File: src/rtl/serial_subtractor_pkg.sv
// serial_subtractor_pkg: shared state encoding and sizing helpers for the serial subtractor
package serial_subtractor_pkg;

    typedef enum logic [1:0] {IDLE, RUN, DONE} state_t;

    function automatic int steps_f(input int width, input int bpc);
        return width / bpc;
    endfunction

    function automatic int cnt_w_f(input int steps);
        return $clog2(steps + 1);
    endfunction

endpackage

File: src/rtl/serial_subtractor_fs_cell.sv
// fs_cell: single-bit full subtractor, d = x - y - bi with borrow out bo
module fs_cell (
    input  logic x,
    input  logic y,
    input  logic bi,
    output logic d,
    output logic bo
);
    assign d  = x ^ y ^ bi;
    assign bo = (~x & y) | (~(x ^ y) & bi);
endmodule

File: src/rtl/serial_subtractor.sv
// serial_subtractor: multi-cycle a - b - bin, BITS_PER_CYCLE bits per clock, LSB first
module serial_subtractor
    import serial_subtractor_pkg::*;
#(
    parameter int WIDTH          = 8,
    parameter int BITS_PER_CYCLE = 1
) (
    input  logic             clk,
    input  logic             rst_n,
    input  logic             start,
    input  logic [WIDTH-1:0] a,
    input  logic [WIDTH-1:0] b,
    input  logic             bin,
    output logic             busy,
    output logic             done,
    output logic [WIDTH-1:0] diff,
    output logic             bout,
    output logic             ovf
);
    localparam int STEPS = steps_f(WIDTH, BITS_PER_CYCLE);
    localparam int CW    = cnt_w_f(STEPS);

    if (WIDTH < 2 || WIDTH % BITS_PER_CYCLE != 0) begin : g_bad_params
        $error("serial_subtractor: WIDTH must be >= 2 and a multiple of BITS_PER_CYCLE");
    end

    state_t                    state, nstate;
    logic [WIDTH-1:0]          ra, rb, acc, acc_n;
    logic                      br, last, load;
    logic [CW-1:0]             cnt;
    logic [BITS_PER_CYCLE-1:0] d;
    logic [BITS_PER_CYCLE:0]   c;

    assign c[0] = br;
    for (genvar i = 0; i < BITS_PER_CYCLE; i++) begin : g_chain
        fs_cell u_cell (.x(ra[i]), .y(rb[i]), .bi(c[i]), .d(d[i]), .bo(c[i+1]));
    end

    assign busy = state == RUN;
    assign done = state == DONE;

    always_comb begin
        last   = cnt == CW'(STEPS - 1);
        load   = start && state != RUN;
        acc_n  = (acc >> BITS_PER_CYCLE) | (WIDTH'(d) << (WIDTH - BITS_PER_CYCLE));
        nstate = (state == RUN) ? (last ? DONE : RUN) : (start ? RUN : IDLE);
    end

    // Result bits enter at the top so the LSB slice lands at bit 0 after STEPS shifts.
    always_ff @(posedge clk or negedge rst_n) begin
        if (!rst_n) begin
            state <= IDLE;
            ra    <= '0;
            rb    <= '0;
            acc   <= '0;
            br    <= 1'b0;
            cnt   <= '0;
            diff  <= '0;
            bout  <= 1'b0;
            ovf   <= 1'b0;
        end else begin
            state <= nstate;
            if (load) begin
                ra  <= a;
                rb  <= b;
                br  <= bin;
                cnt <= '0;
            end else if (state == RUN) begin
                ra  <= ra >> BITS_PER_CYCLE;
                rb  <= rb >> BITS_PER_CYCLE;
                br  <= c[BITS_PER_CYCLE];
                acc <= acc_n;
                cnt <= cnt + CW'(1);
                if (last) begin
                    diff <= acc_n;
                    bout <= c[BITS_PER_CYCLE];
                    ovf  <= c[BITS_PER_CYCLE] ^ c[BITS_PER_CYCLE-1];
                end
            end
        end
    end
endmodule
File: config.mk
export PLATFORM = sky130hd
export DESIGN_NAME = serial_subtractor
export DESIGN_NICKNAME = d
export VERILOG_FILES = /design/src/rtl/serial_subtractor_pkg.sv /design/src/rtl/serial_subtractor_fs_cell.sv /design/src/rtl/serial_subtractor.sv
export SDC_FILE = /design/constraint.sdc
export NUM_CORES = 1
export LEC_CHECK = 0
export ABC_AREA = 1
export BUFFER_PORTS_ARGS = -buffer_cell sky130_fd_sc_hd__buf_2
export CAP_MARGIN = 20
export CORE_MARGIN = 3
export CORE_UTILIZATION = 51
export CTS_BUF_LIST = sky130_fd_sc_hd__clkbuf_4 sky130_fd_sc_hd__clkbuf_8
export CTS_CLUSTER_DIAMETER = 100
export DETAILED_ROUTE_END_ITERATION = 10
export GPL_TIMING_DRIVEN = 1
export PLACE_DENSITY = 0.8
export SYNTH_ARGS = -nofsm -noshare
export SYNTH_HDL_FRONTEND = slang
export SYNTH_SLANG_ARGS = --single-unit
File: constraint.sdc
create_clock -name clk -period 1.1 [get_ports clk]
set_input_delay 0.22 -clock clk [delete_from_list [all_inputs] [get_ports clk]]
set_output_delay 0.22 -clock clk [all_outputs]
set_load 0.01 [all_outputs]
* After elaboration in Yosys (flattened, before gate mapping)
Index checks and enable logic that the tools add are counted. W data, S select, Z words.
Word-level totals: output and inout bits 12, memories kept 0, bits in writable memories 0, register bits 41, word-level logic and storage cells 39, latch bits 0, memory bits (read-only) 0
Operators by class: reductions and logical operators 4, add/sub/neg operators 1, equality and inequality tests 4, shifts and indexed selects 0, $lt $le $gt $ge 0, div/mod/pow operators 0, bitwise gates (word level) 10, multiplexer cells 11, multiply operators 0
Operators with widths (count):
- $mux W8 | 4
- $mux W4 | 2
- $or A7 B8 Y8 | 1
- $add A4 B1 Y4 const B | 1
- $eq A4 B3 Y1 const B | 1
- $mux W2 | 2
- $mux W1 | 3
- $not A1 Y1 | 3
- $reduce_and A3 Y1 | 1
- $xor A1 B1 Y1 | 3
- $and A1 B1 Y1 | 2
- $eq A2 B1 Y1 const B | 1
- $eq A2 B2 Y1 const B | 1
- $ne A2 B1 Y1 const B | 1
- $reduce_and A2 Y1 | 1
- $reduce_bool A2 Y1 | 1
- $logic_and A1 B1 Y1 | 1
- $or A1 B1 Y1 | 1

* Depth between registers and ports, before layout
Gate-level depths: netlist of run 1.
depth in word-level cells 6, mapped depth 6, gate-level depth less buffers 6

* By module
From an unflattened synthesis of run 1, not the netlist that was laid out.
Second synthesis, totals: cells, all modules 201, area, all modules 1740.4 µm²
Modules (own cells, without submodules):
- serial_subtractor | times used 1, seq. area each 1001.0 µm², area each 1709.1 µm², cells each 197
- fs_cell | times used 1, seq. area each 0.0 µm², area each 31.3 µm², cells each 4

* Worst setup path before layout of run 1
OpenSTA, ideal clock, no wires.
kind reg2reg, start reg rb[0], end reg ovf, setup time 0.117 ns, arrival time 1.040 ns, stages on the path, launching flop included 6, required time 0.983 ns, slack -0.057 ns, period minus slack after synthesis 1.157 ns, path buffers 0, cell sequence dfrtp_1 -> inv_1 -> fa_1 -> xnor2_1 -> nand2_1 -> nand2_1
Between the ends: cells in the longest elaborated chain, start to end 5, elaborated cells on any way between the ends 6
Ends and longest elaborated chain:
- from (decl) | line serial_subtractor.sv:28 | logic [WIDTH-1:0] ra, rb, acc, acc_n;
- from (signal assigned) | line serial_subtractor.sv:70 | rb <= rb >> BITS_PER_CYCLE;
- $xor A1 B1 Y1 | line serial_subtractor_fs_cell.sv:10 | assign bo = (~x & y) | (~(x ^ y) & bi);
- $not A1 Y1 | line serial_subtractor_fs_cell.sv:10
- $and A1 B1 Y1 | line serial_subtractor_fs_cell.sv:10
- $or A1 B1 Y1 * | line serial_subtractor_fs_cell.sv:10
- $xor A1 B1 Y1 * | line serial_subtractor.sv:77 | ovf <= c[BITS_PER_CYCLE] ^ c[BITS_PER_CYCLE-1];
- to (signal assigned) | line serial_subtractor.sv:77
- to (decl) | line serial_subtractor.sv:18 | output logic ovf
Every way passes the cells marked *; elsewhere a longest branch is shown, timed or not. A chain may end at the register's enable or synchronous reset.

* Final worst setup path of run 1
start reg state[1], end out done
Between the ends: cells in the longest elaborated chain, start to end 1
Ends and longest elaborated chain:
- from (decl) | line serial_subtractor.sv:27 | state_t state, nstate;
- from (signal assigned) | line serial_subtractor.sv:62 | state <= nstate;
- $eq A2 B2 Y1 | line serial_subtractor.sv:40 | assign done = state == DONE;
- to (decl) | line serial_subtractor.sv:15 | output logic done,
No other way between the ends.

==> summary.txt, run 1 <==
Placement
  • DPL Wire Length: between 2000 and 3000 µm
  • Post-Place Cell Area: between 2000 and 2500 µm²
  • RePlAce Congestion: a little over 0.8
  • IO buf count: 31
  • Dpl ws: -0.106 ns
  • Placed Instances: between 200 and 300

Global routing
  • Total GRT Usage: about a quarter
  • Largest net degree at the start of global routing: 41
  • First-pass GRT wire length: a little over 7000 µm
  • Vias in the first global route: ~1600
  • Initial antenna violation count: 0
  • Total grt overflow: 0

Worst setup path
  • Crit end category: primary output
  • Crit path DAT: 1.18 ns
  • Crit path max-delay family: flip-flops
  • Startpoint types: flop
  • Worst path required time: approximately 0.88 ns
  • CP max-delay cell: dfrtp_1
  • Crit. Startpoint: state[1]
  • CP max stage delay: roughly 0.45 ns
  • Reg2reg start: state[0]
  • Max Fanout on Critical Path: 2
  • Critical path class: reg -> out
  • Crit path top cell by count: buf_6
  • Critical Path, Cell by Cell: buf_6 > inv_8 > nor2_4 > buf_6
  • WP buf/inv: 3

Timing
  • Hold WS: 0.0524 ns
  • Final Hold Fails: 0
  • Final Max Tran Viols: 0
  • Max-slew headroom: 85.9%
  • Period Utilization, post-route: 127%
  • Tmin final: around 1.4 ns
  • Tightest Pin Transition: ~0.21 ns
  • Final setup fails: 50
  • RSZ-0062 raised after global routing: yes
  • Final Skew: between 0.01 and 0.015 ns
  • Max Fclk: 713 MHz
  • Final WS setup: -0.302 ns

Clock tree
  • Clk_lat worst skew: 0.37 ns
  • CTS Buf Count: 5
  • Sink Count: 40
  • H-tree levels: 2
  • Bufs on Longest Clock Path: 2
  • Clock-pin slew on the worst setup and hold paths: ~0.13 ns
  • TritonCTS clock tree: yes
  • Clock root buffer: clkbuf_4

Route
  • Via count: between 1500 and 2000
  • DR pass1 iterations: 5
  • DRT antenna net count: 0
  • DRC violation count after routing: 0
  • Vias per Instance: approximately 5.5
  • WL/cell: ~17 µm
  • Drt initial violations: approximately 150
  • Routed WL: between 5000 and 6000 µm

Floorplan
  • Effective utilization at floorplan: between 50% and 60%
  • Die width: around 65 µm
  • Die height: around 65 µm
  • Total core area: approximately 3200 µm²
  • IO Pins: 32
  • Total die area: about 4200 µm²
  • Standard-cell row count: 20

Pwr
  • Gate power share: approximately 58%
  • Seq pwr share: a little under a third
  • Net Switching: about 3.5 mW
  • Pleak: 1.51 nW
  • VDD IR max: 0.00192 V
  • Sw Share: a little over 40%
  • Internal Pwr Total: a little over 5 mW
  • Clk network pwr share: about 12%
  • Pwr dens: between 3000 and 4000 nW/µm²

Cells and area
  • Layout area overhead: 58.5%
  • Share of post-route cells with drive strength above 1: between 50% and 60%
  • Non-Filler Instances: around 330
  • FF/Latch Area: about 1000 µm²
  • Final net count: slightly above 300
  • Final instance area: around 2800 µm²
  • Ant diodes: 0
  • Final Core Density: between 80% and 90%
  • Fill count: 147
  • Most frequent cells in the layout: nand2_1, dfrtp_1, buf_2
  • Commonest non-fill, non-tap cell in the layout: nand2_1
  • Area of the multi-input gates: around 910 µm²

Worst hold path
  • Hold crit path type: in -> reg
  • Hold Crit Start: b[5]

Yosys
  • Cell accounting for the most synthesized area: dfrtp_1
  • Post-synthesis cell type count: 19
  • Post-Synthesis Cells: approximately 200
  • Syn nets: between 200 and 250
  • Mean Syn Cell Area: 8.68 µm²
  • Synthesized cell area: around 1700 µm²
  • Yosys reg bits: 40
  • YS warnings: 0
  • Sequential share of the synthesized area: ~57%
  • Top-area cell type share of the netlist area: a little under three fifths
  • Synth area leaders: dfrtp_1, nand2_1, nand3_1, o21ai_0, inv_1

Run status
  • Failing checks: setup timing
  • Status: finished with violations

Job
  • # Max-Cap Violations: 0
[registers in the layout, indices dropped and copies added, names as in the netlist]
register	flops
ra	8
state	2
diff	8
ovf	1
br	1
rb	8
acc	7
cnt	4
bout	1
[area by class of cell]
class | instances | area share [%]
Clock buffer | 6 | 1.85
Clock inverter | 2 | 1.40
Inverter | 13 | 2.04
Multi-Input combinational cell | 142 | 32.8
Sequential cell | 40 | 36.2
Tap cell | 44 | 1.99
Timing Repair Buffer | 79 | 23.7
[Yosys cell counts]
library cell and instances:
a21oi_1 1, buf_2 3, buf_4 2, buf_6 2, buf_8 1, dfrtp_1 40
fa_1 1, ha_1 1, inv_1 10, inv_2 3, nand2_1 84, nand2_2 2
nand3_1 32, nand4_1 1, nor2_1 5, nor2_2 2, nor2_4 1, o21ai_0 9
xnor2_1 1
[stage by stage]
stage          setup TNS (ns)  power (mW)
2_1_floorplan         -0.0282        4.26
3_3_place_gp            -1.08        5.09
3_5_place_dp            -1.91        5.22
4_1_cts                 -5.23        6.94
5_1_grt                 -9.98        9.20
6_report                -7.96        8.68
[power by group through the flow]
stage                     clock network [mW]  registers (mW)  logic [mW]
final                                   1.06            2.62        5.00
after global routing                    1.15            2.67        5.39
after CTS                               1.06            2.48        3.40
after detailed placement                   0            2.52        2.70
after global placement                     0            2.48        2.61
after floorplan                            0            2.53        1.73
[timing repair]
item	CTS	global route
gates resized for setup	22	77
setup endpoints to repair	40	52
cloned	3	2
setup buffers	15	9
hold buffers	1	0
pin swaps	5	8
hold endpoints to repair	40	0
[logic make-up after synthesis]
group | Yosys count | synth area share [%]
AND/OR/NAND/NOR | 127 | 30.8
flip-flops | 40 | 57.3
buffers and inverters | 21 | 6.67
AO/OA/AOI/OAI | 10 | 2.87
adder cells (fa/ha/maj) | 2 | 1.86
XOR/XNOR | 1 | 0.502
[worst paths after layout]
kind / endpoint / cells past startpoint / slack (ns)
worst max-delay path: done / 4 / -0.30
worst min-delay path: rb[5] / 3 / 0.05
worst max register to register: rb[0] / 9 / -0.27
worst min register to register: diff[7] / 2 / 0.49
max in group asynchronous: acc[1] / 3 / 0.57
min in group asynchronous: diff[5] / 3 / 0.33
[tightest hold or removal path: cells and delay by family]
kind,cells,cell delay [ns]
buf+inv,1,0.08
simple gates,2,0.10
[metal layers]
metal | up-vias | track usage (%) | share of wire (%)
met1 | 862 | 26.8 | 37
met3 | 20 | 6.41 | 7.0
met2 | 93 | 41.6 | 53
met4 | 0 | 10.0 | 3.1
met5 | - | 0 | 0
li1 | 802 | - | -
Note: power is estimated with default switching activity, not from simulation.
==> run 2, diff against run 1 <==
- ABC_AREA: 1 -> unset
==> run 2 against run 1 <==
Net effect:
- the flow still finishes with violations (setup timing)
- sequential power down 2%
- global-route usage down 3.7 points
- final cell count down 24%
- synthesized cell count down 32%
- wire length down 34%
- sequential share of layout area up 4.9 points
- area after synthesis up 0.57%
==> summary.txt, run 2 <==
Yosys
  • Synth area leaders: dfrtp_1, mux2i_1, mux2_2, mux2_4, o21ai_0 (was dfrtp_1, nand2_1, nand3_1, o21ai_0, inv_1)
  • Synth top cells by count: dfrtp_1, mux2i_1, nand2_1 (was nand2_1, dfrtp_1, nand3_1)
  • YS warnings: 0 (unchanged)
  • Yosys reg bits: 40 (unchanged)
  • Synthesized cell area: 1760 µm² (was 1750 µm²)
  • Post-Synthesis Cells: 137 (was 201)
  • Post-synthesis cell type count: 23 (was 19)
  • Most common cell in the netlist: dfrtp_1 (was nand2_1)
  • Sequential share of the synthesized area: 57.0% (was 57.3%)
  • Top-area cell type share of the netlist area: 57.0% (was 57.3%)
  • Async SR Flop Fraction: 100% (unchanged)
  • Number of flops mapped to enable cells by yosys: 0 (unchanged)
  • Syn nets: 159 (was 223)
  • Mean Syn Cell Area: 12.8 µm² (was 8.68 µm²)
  • Cell accounting for the most synthesized area: dfrtp_1 (unchanged)
  • Ys flop type: dfrtp_1 (unchanged)

Floorplan
  • Total die area: 4180 µm² (was 4160 µm²)
  • Die height: 64.7 µm (was 64.5 µm)
  • IO Pins: 32 (unchanged)
  • Total core area: 3180 µm² (was 3150 µm²)
  • Die width: 64.7 µm (was 64.5 µm)
  • Effective utilization at floorplan: 55.2% (was 55.4%)
  • Standard-cell row count: 20 (unchanged)

Worst setup path
  • R2R Setup Slk: -0.34 ns (was -0.27 ns)
  • Critical Path, Cell by Cell: nor2b_4 > buf_12 > buf_12 > buf_6 (was buf_6 > inv_8 > nor2_4 > buf_6)
  • Worst path required time: 0.88 ns (about the same)
  • Reg2reg start: state[1] (was state[0])
  • CP max-delay cell: dfrtp_1 (unchanged)
  • Crit end category: primary output (unchanged)
  • CP max stage delay: 0.39 ns (was 0.45 ns)
  • Crit path DAT: 1.23 ns (was 1.18 ns)
  • Critical R2R Capture: diff[6] (was rb[0])
  • Crit path top cell by count: buf_12 (was buf_6)
  • Max Fanout on Critical Path: 3 (was 2)
  • Critical path class: reg -> out (unchanged)
  • Reg2Reg Depth: 3 (was 9)
  • Startpoint types: flop (unchanged)

Pwr
  • Pwr dens: 3090 nW/µm² (was 3140 nW/µm²)
  • Pleak: 1.25 nW (was 1.51 nW)
  • VDD IR max: 0.00196 V (was 0.00192 V)

Global routing
  • Initial antenna violation count: 0 (unchanged)
  • First-pass GRT wire length: 6240 µm (was 7270 µm)
  • Total grt overflow: 0 (unchanged)
  • Total GRT Usage: 19.9% (was 23.6%)
  • Largest net degree at the start of global routing: 41 (unchanged)
  • Vias in the first global route: 1347 (was 1596)

Cells and area
  • Commonest non-fill, non-tap cell in the layout: dfrtp_1 (was nand2_1)
  • Fill count: 203 (was 147)
  • Final net count: 225 (was 303)
  • Share of post-route cells with drive strength above 1: 52.0% (was 51.4%)
  • Final instance area: 2440 µm² (was 2770 µm²)
  • Largest regs: diff x8, ra x8, rb x8 (unchanged)
  • Ant diodes: 0 (unchanged)
  • Layout area overhead: 38.9% (was 58.5%)
  • Most frequent cells in the layout: dfrtp_1, buf_2, buf_4 (was nand2_1, dfrtp_1, buf_2)

Timing
  • RSZ-0062 raised after global routing: yes (unchanged)
  • Final WS setup: -0.351 ns (was -0.302 ns)
  • Tightest Pin Transition: 0.197 ns (was 0.211 ns)
  • Final Hold Fails: 0 (unchanged)
  • Final setup fails: 46 (was 50)
  • Final Skew: 0.00728 ns (was 0.0116 ns)
  • Period Utilization, post-route: 132% (was 127%)
  • Tmin final: 1.45 ns (was 1.40 ns)
  • Max-slew headroom: 86.5% (was 85.9%)
  • Max Fclk: 689 MHz (was 713 MHz)
  • Hold WS: 0.114 ns (was 0.0524 ns)
  • Final Max Tran Viols: 0 (unchanged)

Route
  • Vias per Instance: 5.03 (was 5.45)
  • DRC violation count after routing: 0 (unchanged)
  • Drt initial violations: 40 (was 147)
  • DR pass1 iterations: 3 (was 5)
  • DRT antenna net count: 0 (unchanged)
  • WL/cell: 15.1 µm (was 17.3 µm)
  • Routed WL: 3740 µm (was 5630 µm)
  • Via count: 1247 (was 1777)

Worst hold path
  • Hold path cells: 3 (unchanged)
  • Hold path endpoint: rb[7] (was rb[5])
  • Hold crit path type: in -> reg (unchanged)
  • Hold Crit Start: b[7] (was b[5])

Clock tree
  • Sink Count: 40 (unchanged)
  • Clock root buffer: clkbuf_4 (unchanged)
  • Clk_lat worst skew: 0.35 ns (was 0.37 ns)
  • TritonCTS clock tree: yes (unchanged)
  • CTS Buf Count: 5 (unchanged)
  • Clock-pin slew on the worst setup and hold paths: 0.11 ns (was 0.13 ns)
  • Bufs on Longest Clock Path: 2 (unchanged)
  • H-tree levels: 2 (unchanged)

Placement
  • IO buf count: 31 (unchanged)
  • RePlAce Congestion: 0.737 (was 0.811)
  • DPL Wire Length: 2160 µm (was 2560 µm)
  • Post-Place Cell Area: 2100 µm² (was 2060 µm²)

Run status
  • Status: finished with violations (unchanged)
  • Failing checks: setup timing (unchanged)

Job
  • # Max-Cap Violations: 0 (unchanged)
## run 2: worst max path at each step
stage                     startpoint       to  slack [ns]  cells past startpoint
after floorplan               cnt[0]  diff[0]       -0.26                      4
after global placement      state[1]  diff[6]       -0.26                      3
after detailed placement      cnt[0]  diff[6]       -0.31                      3
after CTS                   state[0]     busy       -0.35                      4
after global routing        state[1]     busy       -0.41                      4
final                       state[0]     busy       -0.35                      4
## run 2: report_power, final
| part | leakage (nW) | internal [mW] | switching, mW |
|---|---|---|---|
| clock network | 0.0394 | 0.365 | 0.466 |
| logic | 0.708 | 2.54 | 1.59 |
| registers | 0.500 | 2.14 | 0.424 |
| total | 1.25 | 5.05 | 2.48 |
## run 2: critical path: cells and delay by family, from the launching register on
| kind | cells | cell delay, ns |
|---|---|---|
| buffers and inverters | 3 | 0.35 |
| DFF | 1 | 0.39 |
| and+or+nand+nor | 1 | 0.14 |
## run 2: stage by stage
stage | utilization, % | worst slack [ns] | power [mW] | TNS (ns) | cells
detailed placement | 66.1 | -0.314 | 5.46 | -6.43 | 219
CTS | 73.9 | -0.353 | 7.15 | -10.89 | 241
global placement | 66.1 | -0.264 | 5.26 | -4.73 | 219
finish | 76.7 | -0.351 | 7.52 | -10.47 | 248
floorplan | - | -0.264 | 4.51 | -2.61 | 137
global route | 76.7 | -0.409 | 8.02 | -13.55 | 248
## run 2: layout make-up
| class | instances | area, µm² | area share [%] |
|---|---|---|---|
| repair buffers | 67 | 541 | 22.2 |
| clock buffers | 8 | 66.3 | 2.72 |
| inverters | 3 | 11.3 | 0.462 |
| flip-flops and latches | 40 | 1000 | 41.0 |
| multi-input cells | 86 | 764 | 31.3 |
| well taps | 44 | 55.1 | 2.26 |
## run 2: logic make-up (layout without fill, tap and decap cells)
kind of cell | after synthesis | count (layout) | share of synthesized area (%)
AO/OA/AOI/OAI | 20 | 20 | 6.20
multiplexers | 36 | 36 | 23.3
XOR/XNOR | 1 | 1 | 0.499
flip-flops | 40 | 40 | 57.0
adder cells (fa/ha/maj) | 2 | 2 | 1.85
buffers and inverters | 11 | 78 | 3.71
AND/OR/NAND/NOR | 27 | 27 | 7.41
## run 2: timing repair
action,CTS,global route
gates resized for setup,10,17
hold buffers,1,0
setup buffers,11,8
gates cloned,2,0
hold endpoints to repair,40,0
endpoints found under the setup margin,52,52
pin swaps,1,5
## run 2: metal layers
layer	wire length, µm	GRT usage, %	up-vias
li1	-	-	603
met1	1620	23.9	604
met2	1870	32.9	31
met3	158	5.37	9
met4	93	9.76	0
met5	0	0	-
